<file path="config.mk">
export PLATFORM = sky130hd
export DESIGN_NAME = ram_bist
export DESIGN_NICKNAME = d
export VERILOG_FILES = /design/src/rtl/ram_bist.sv
export SDC_FILE = /design/constraint.sdc
export NUM_CORES = 1
export LEC_CHECK = 0
export CAP_MARGIN = 30
export CORE_MARGIN = 5
export CORE_UTILIZATION = 59
export CTS_BUF_LIST = sky130_fd_sc_hd__clkbuf_2 sky130_fd_sc_hd__clkbuf_4 sky130_fd_sc_hd__clkbuf_8
export DETAILED_ROUTE_END_ITERATION = 7
export GPL_ROUTABILITY_DRIVEN = 0
export HOLD_SLACK_MARGIN = 0.05
export PLACE_DENSITY = 0.84
export SETUP_SLACK_MARGIN = 0.2
export SLEW_MARGIN = 0
export SYNTH_ARGS = -nofsm -noshare
export SYNTH_HDL_FRONTEND = slang
export SYNTH_SLANG_ARGS = --single-unit
</file>
<file path="constraint.sdc">
create_clock -name clk -period 7.85 [get_ports clk]
set_clock_uncertainty 0.1 [all_clocks]
set_input_delay 2.355 -clock clk [delete_from_list [all_inputs] [get_ports clk]]
set_output_delay 2.355 -clock clk [all_outputs]
set_load 0.02 [all_outputs]
</file>
<file path="src/rtl/ram_bist.sv">
// Memory self-test initiator for the cpu_ram data port.
// It runs a write/read pass with an LCG pattern, then a second write/read pass with the inverted pattern.
module ram_bist #(
    parameter int          SIZE    = 13,
    parameter logic [31:0] SEED    = 32'd12345,
    parameter int          TIMEOUT = 64
) (
    input  logic            clk,
    input  logic            reset,
    input  logic            start,
    output logic            busy,
    output logic            done,
    output logic            pass,
    output logic            timeout,
    output logic [15:0]     err_count,
    output logic [SIZE+1:0] fail_addr,
    output logic [31:0]     fail_data,
    output logic [31:0]     fail_expect,
    output logic            d_req,
    output logic [SIZE+1:0] d_addr,
    output logic            d_we,
    output logic [3:0]      d_be,
    output logic [31:0]     d_wdata,
    input  logic [31:0]     d_rdata,
    input  logic            d_valid,
    output logic [2:0]      dbg_state
);
    // Handshake: d_req is a one-cycle pulse. d_addr, d_we, d_be and d_wdata stay stable
    // from the d_req cycle until d_valid. d_valid counts only in WR_WAIT and RD_WAIT.
    typedef enum logic [2:0] {
        IDLE    = 3'd0,
        WR_REQ  = 3'd1,
        WR_WAIT = 3'd2,
        RD_REQ  = 3'd3,
        RD_WAIT = 3'd4,
        DONE    = 3'd5
    } state_t;

    localparam int              TW        = $clog2(TIMEOUT + 1);
    localparam logic [TW-1:0]   TCNT_MAX  = TW'(TIMEOUT - 1);
    localparam logic [SIZE+1:0] LAST_ADDR = {{SIZE{1'b1}}, 2'b00};
    localparam logic [SIZE+1:0] ADDR_STEP = (SIZE+2)'(4);

    state_t          state;
    logic [SIZE+1:0] addr;
    logic [31:0]     lcg;
    logic            round;
    logic [TW-1:0]   tcnt;

    logic [31:0] pattern;
    logic        mismatch;
    logic        is_last;
    logic [15:0] err_next;

    function automatic logic [31:0] lcg_step(input logic [31:0] r);
        return r * 32'd1664525 + 32'd1013904223;
    endfunction

    // lcg always holds the value for the word at addr; round 1 uses the inverted value.
    assign pattern   = round ? ~lcg : lcg;
    assign mismatch  = (d_rdata != pattern);
    assign is_last   = (addr == LAST_ADDR);
    assign err_next  = (mismatch && err_count != 16'hFFFF) ? err_count + 16'd1 : err_count;
    assign dbg_state = state;

    always_ff @(posedge clk) begin
        if (reset) begin
            state       <= IDLE;
            busy        <= 1'b0;
            done        <= 1'b0;
            pass        <= 1'b0;
            timeout     <= 1'b0;
            err_count   <= 16'd0;
            fail_addr   <= '0;
            fail_data   <= 32'd0;
            fail_expect <= 32'd0;
            d_req       <= 1'b0;
            d_addr      <= '0;
            d_we        <= 1'b0;
            d_be        <= 4'b0000;
            d_wdata     <= 32'd0;
            addr        <= '0;
            lcg         <= 32'd0;
            round       <= 1'b0;
            tcnt        <= '0;
        end else begin
            d_req <= 1'b0;
            case (state)
                IDLE, DONE: begin
                    if (start) begin
                        state       <= WR_REQ;
                        busy        <= 1'b1;
                        done        <= 1'b0;
                        pass        <= 1'b0;
                        timeout     <= 1'b0;
                        err_count   <= 16'd0;
                        fail_addr   <= '0;
                        fail_data   <= 32'd0;
                        fail_expect <= 32'd0;
                        round       <= 1'b0;
                        addr        <= '0;
                        lcg         <= lcg_step(SEED);
                    end
                end
                WR_REQ: begin
                    d_req   <= 1'b1;
                    d_addr  <= addr;
                    d_we    <= 1'b1;
                    d_be    <= 4'b1111;
                    d_wdata <= pattern;
                    tcnt    <= '0;
                    state   <= WR_WAIT;
                end
                WR_WAIT: begin
                    if (d_valid) begin
                        if (is_last) begin
                            state <= RD_REQ;
                            addr  <= '0;
                            lcg   <= lcg_step(SEED);
                        end else begin
                            state <= WR_REQ;
                            addr  <= addr + ADDR_STEP;
                            lcg   <= lcg_step(lcg);
                        end
                    end else if (tcnt == TCNT_MAX) begin
                        state   <= DONE;
                        busy    <= 1'b0;
                        done    <= 1'b1;
                        timeout <= 1'b1;
                        pass    <= 1'b0;
                    end else begin
                        tcnt <= tcnt + TW'(1);
                    end
                end
                RD_REQ: begin
                    d_req  <= 1'b1;
                    d_addr <= addr;
                    d_we   <= 1'b0;
                    d_be   <= 4'b0000;
                    tcnt   <= '0;
                    state  <= RD_WAIT;
                end
                RD_WAIT: begin
                    if (d_valid) begin
                        err_count <= err_next;
                        // err_count is still zero only before the first mismatch of the run.
                        if (mismatch && err_count == 16'd0) begin
                            fail_addr   <= addr;
                            fail_data   <= d_rdata;
                            fail_expect <= pattern;
                        end
                        if (is_last) begin
                            if (!round) begin
                                state <= WR_REQ;
                                round <= 1'b1;
                                addr  <= '0;
                                lcg   <= lcg_step(SEED);
                            end else begin
                                state <= DONE;
                                busy  <= 1'b0;
                                done  <= 1'b1;
                                pass  <= (err_next == 16'd0);
                            end
                        end else begin
                            state <= RD_REQ;
                            addr  <= addr + ADDR_STEP;
                            lcg   <= lcg_step(lcg);
                        end
                    end else if (tcnt == TCNT_MAX) begin
                        state   <= DONE;
                        busy    <= 1'b0;
                        done    <= 1'b1;
                        timeout <= 1'b1;
                        pass    <= 1'b0;
                    end else begin
                        tcnt <= tcnt + TW'(1);
                    end
                end
                default: state <= IDLE;
            endcase
        end
    end
endmodule
</file>
# After elaboration in Yosys (flattened, before gate mapping)
# Cells that the tools add are included.
# totals
ff_bits	210
output_inout_bits	155
word_cells	134
# op_classes
muxes	69
n_bitwise	1
reduce_logical	20
mul	1
add_sub_neg	4
eq_ne	21
# ops
operator	count
32-bit two-way mux	12
32-bit one-hot mux with 2 select lines	2
15-bit two-way mux	8
32-bit one-hot mux with 3 select lines	1
16-bit two-way mux	3
15-bit one-hot mux with 3 select lines	1
32-bit by 30-bit adder with 32-bit output (second input constant)	1
16-bit zero test	2
32-bit by 21-bit multiplier with 32-bit output (second input constant)	1
32-bit inequality test	1
32-bit NOT	1
16-bit one-hot mux with 2 select lines	1
15-bit one-hot mux with 2 select lines	1
1-bit two-way mux	22
3-bit two-way mux	6
16-bit by 1-bit adder with 16-bit output (second input constant)	1
16-bit inequality test (second input constant)	1
2-bit inequality test (second input constant)	8
15-bit by 3-bit adder with 15-bit output (second input constant)	1
15-bit equality test (second input constant)	1
3-bit one-hot mux with 5 select lines	1
7-bit two-way mux	2
7-bit one-hot mux with 2 select lines	1
4-bit AND reduction	3
other kinds (18)	34

# Depth between registers and ports, before layout
# logic_depth
word_depth	10
depth_mapped	25
ltp_nobuf	24

# Worst setup path after synthesis
# No wires, ideal clock.
# synth_path
path_kind	register -> register
startpoint	register lcg[1]
endpoint	register lcg[31]
period_less_slack_ns	6.437
arrival_ns	6.219
path_stages_with_launch	25
setup_slack_ns	1.413
n_path_buf	1
path_cell_list	dfxtp_1 -> buf_2 -> inv_1 -> ha_1 -> xnor2_1 -> ha_1 -> fa_1 -> inv_1 -> fa_1 -> inv_1 -> fa_1 -> fa_1 -> inv_1 -> fa_1 -> inv_1 -> ha_1 -> and4_1 -> and2_1 -> nand2_1 -> a2bb2oi_1 -> o211ai_1 -> o31ai_1 -> o21ai_0 -> xnor2_1 -> a22o_2
# synth_via
elab_chain_cells	5
word_cells_on_any_way	7
# synth_lines
item	line_no	text
from (decl)	46	logic [31:0] lcg;
from (signal assigned)	102	lcg <= lcg_step(SEED);
from (signal assigned)	119	lcg <= lcg_step(SEED);
from (signal assigned)	123	lcg <= lcg_step(lcg);
32-bit by 21-bit multiplier with 32-bit output *	56	return r * 32'd1664525 + 32'd1013904223;
32-bit by 30-bit adder with 32-bit output *	56	
32-bit two-way mux, on equally long branches	152, 116	
32-bit two-way mux, on equally long branches	144, 115	
32-bit one-hot mux with 3 select lines *	88	case (state)
# Every way passes the cells marked *; elsewhere a longest branch is shown, timed or not. The select of a mux whose other input is x is not followed.
# A chain may end at the register's enable or synchronous reset.

# Worst setup path in the final report
# Same ends and word-level chain as after synthesis.

==> flow_metrics.tcl <==
set metrics [dict create \
    post-place-ws_ps 730 \
    fp.dieW_um 173 \
    fin_area_um2 18100 \
    routed_wl_um 44700 \
    htree_levels 4 \
    slew_headroom 0.358 \
    clockPowerShare 0.143 \
    dp_hpwl_um 34600 \
    async_flop_share 0 \
    comb_power_share 0.649 \
    hold_viol 0 \
    ioPinCount 191 \
    crit_path_end_kind "flip-flop" \
    overflow 0 \
    worstReg2RegStart "lcg[1]" \
    final_common_cell "inv_1" \
    hp-class "reg -> reg" \
    wire_per_inst_um 20.0 \
    cts_resized 0 \
    placed_area_um2 17600 \
    nFillCells 1855 \
    internal_power_mw 2.82 \
    cts_tree "done" \
    root_buffer "clkbuf_8" \
    antenna_found_initial 1 \
    synth_ff_type "dfxtp_1" \
    critical_path.cell_chain "inv_1 > ha_1 > xor2_1 > xor2_1 > fa_1 > inv_1 > fa_1 > fa_1 > fa_1 > inv_1 > fa_1 > inv_1 > ha_1 > a21o_1 > a311o_1 > a2bb2oi_1 > o211ai_1 > o31ai_1 > o21ai_0 > xnor2_1 > a22o_2" \
    cts-buffers-inserted 17 \
    yosysSeqAreaShare 0.257 \
    netlist_instances 1752 \
    placement.io_buffers 186 \
    status "completed" \
    start_util 0.599 \
    rows 59 \
    final_cell_mix "inv_1, dfxtp_1, nor2_1" \
    synth_edf_count 0 \
    path_clk_slew_ps 130 \
    drtPass1Iterations 6 \
    area_growth_pct 15.8 \
    cts_setup_buffers 0 \
    drtIter0Drc 1632 \
    layout-drive-gt1-share 0.0416 \
    yosys_warnings 0 \
    critPathTopFamily "adder cells" \
    met2_usage 0.483 \
    dieArea_um2 29800 \
    power.density_nw_per_um2 299 \
    nNetsFinal 2221 \
    synth.avg_cell_area_um2 8.91 \
    required_ps 8130 \
    switchingPower_mw 2.58 \
    crit_path_end "lcg[31]" \
    cts.sinks 200 \
    synth_area_um2 15600 \
    ant_nets 0 \
    timing.fmax_mhz 137 \
    die_y_um 173 \
    use_met3 0.0727 \
    period_needed_ps 7280 \
    tightest_slew_ps 961 \
    drv_cap 0 \
    rrSetupSlack_ps 570 \
    min_period_over_period 0.928 \
    fin_ws_ps 568 \
    vias_per_cell 5.90 \
    regArea_um2 4010 \
    ff2ff_path_depth 21 \
    cts_buffer_depth 2 \
    drc 0 \
    switching_share 0.478 \
    critPathMaxFanout 13 \
    slew_violations 0 \
    grt_pass1_wl_um 72400 \
    worstSetupStartpointType "flip-flop" \
    critical_path_arrival_ps 7560 \
    power.static_leakage_nw 8.09 \
    track_usage 0.297 \
    synth.distinct_cells 73 \
    peakVddDrop_uv 328 \
    grt.busiest_layer "met2" \
    holdBufCountCts 0 \
    clock_latency_ps 500 \
    via_count 13172 \
    crit_path_start "lcg[1]" \
    grt_setup_unrepaired "no" \
    cp.buffers_inverters 4 \
    reg2reg_to "lcg[31]" \
    finalSetupTns_ps 0 \
    slowest_stage "dfxtp_1" \
    grt_util_met1 0.376 \
    ys_seq_elements 200 \
    setup_viol 0 \
    slowest_delay_ps 720 \
    antenna_cells 0 \
    critPathKind "reg -> reg" \
    crit_top_cell "fa_1" \
    grt_max_degree 82 \
    seqPwrFrac 0.207 \
    cp.depth 21 \
    core_um2 26100 \
    grt_pass1_vias 13468 \
    multi_input_area_um2 10100 \
]
## cell type report
type                       instances  share of cell area
multi-input combinational       1177               0.560
sequential                       200               0.222
timing repair buffer             203               0.110
inverter                         285              0.0592
tap                              335              0.0232
clock inverter                    15              0.0133
clock buffer                      17              0.0130
## power groups by stage
stage	registers, mW	clock network (mW)	logic [mW]
3_5_place_dp	1.14	0	3.42
5_1_grt	1.12	0.816	3.92
3_3_place_gp	1.14	0	3.29
4_1_cts	1.12	0.776	3.47
2_1_floorplan	1.13	0	2.59
6_report	1.12	0.775	3.51
## metrics by stage
| stage | instances | utilization | hold WS (ps) | power, mW |
|---|---|---|---|---|
| final | 2232 | 0.693 | 362 | 5.40 |
| after global routing | 2232 | 0.693 | 383 | 5.86 |
| after CTS | 2232 | 0.693 | 365 | 5.36 |
| after detailed placement | 2200 | 0.675 | 347 | 4.55 |
| after global placement | 2200 | 0.675 | 341 | 4.42 |
| after floorplan | 1755 | - | 357 | 3.72 |
## layer usage
layer | vias up | routed length, um
met5 | - | 9
met4 | 2 | 2020
met3 | 133 | 4450
met2 | 718 | 20900
met1 | 6310 | 17300
li1 | 6009 | -
## cell families (layout without fill, tap and decap cells)
family / count (synthesis) / count (layout) / share of synthesized area
buffers and inverters: 378 / 520 / 0.0975
AOI/OAI and AO/OA: 275 / 275 / 0.122
adders and majority gates: 301 / 301 / 0.307
muxes: 6 / 6 / 0.00401
DFF: 200 / 200 / 0.257
and+or+nand+nor: 454 / 454 / 0.135
xor gates and xnor gates: 137 / 137 / 0.0769
other: 1 / 4 / 0.000240
## synthesized netlist by cell type (all sizes together) (30+ instances only)
master	instances	share of area
nand2	68	0.017
xor2	58	0.033
inv	285	0.069
nor2	197	0.047
nor3	75	0.024
fa	137	0.18
dfxtp	200	0.26
clkbuf	60	0.016
ha	164	0.13
a22oi	95	0.046
o21ai	30	0.0096
a21oi	57	0.019
buf	33	0.013
xnor2	79	0.044
## how the worst min path moves through the flow
stage                          start         end  slack (ps)  cells after the start
final                      d_addr[4]   d_addr[4]         360                      2
after global routing      d_addr[14]  d_addr[14]         380                      2
after CTS                  d_addr[4]   d_addr[4]         360                      2
after detailed placement   d_addr[4]   d_addr[4]         350                      2
after global placement          done        done         340                      2
after floorplan              tcnt[6]     tcnt[6]         360                      1
## sequential cells by signal, indices dropped and copies added, names as in the netlist, 3 cells and up
name / flops
d_wdata: 32
fail_data: 32
fail_expect: 32
lcg: 32
err_count: 16
addr: 13
d_addr: 13
fail_addr: 13
tcnt: 7
dbg_state: 3
## worst reg2reg max path, cell delays in order (launching register included)
cell and delay [ps]:
dfxtp_1 720, inv_1 240, ha_1 500, xor2_1 400, xor2_1 190, fa_1 560, inv_1 50, fa_1 500
fa_1 520, fa_1 540, inv_1 60, fa_1 540, inv_1 60, ha_1 360, a21o_1 200, a311o_1 380
a2bb2oi_1 140, o211ai_1 150, o31ai_1 380, o21ai_0 180, xnor2_1 150, a22o_2 260
Note: power is estimated with default switching activity, not from simulation.
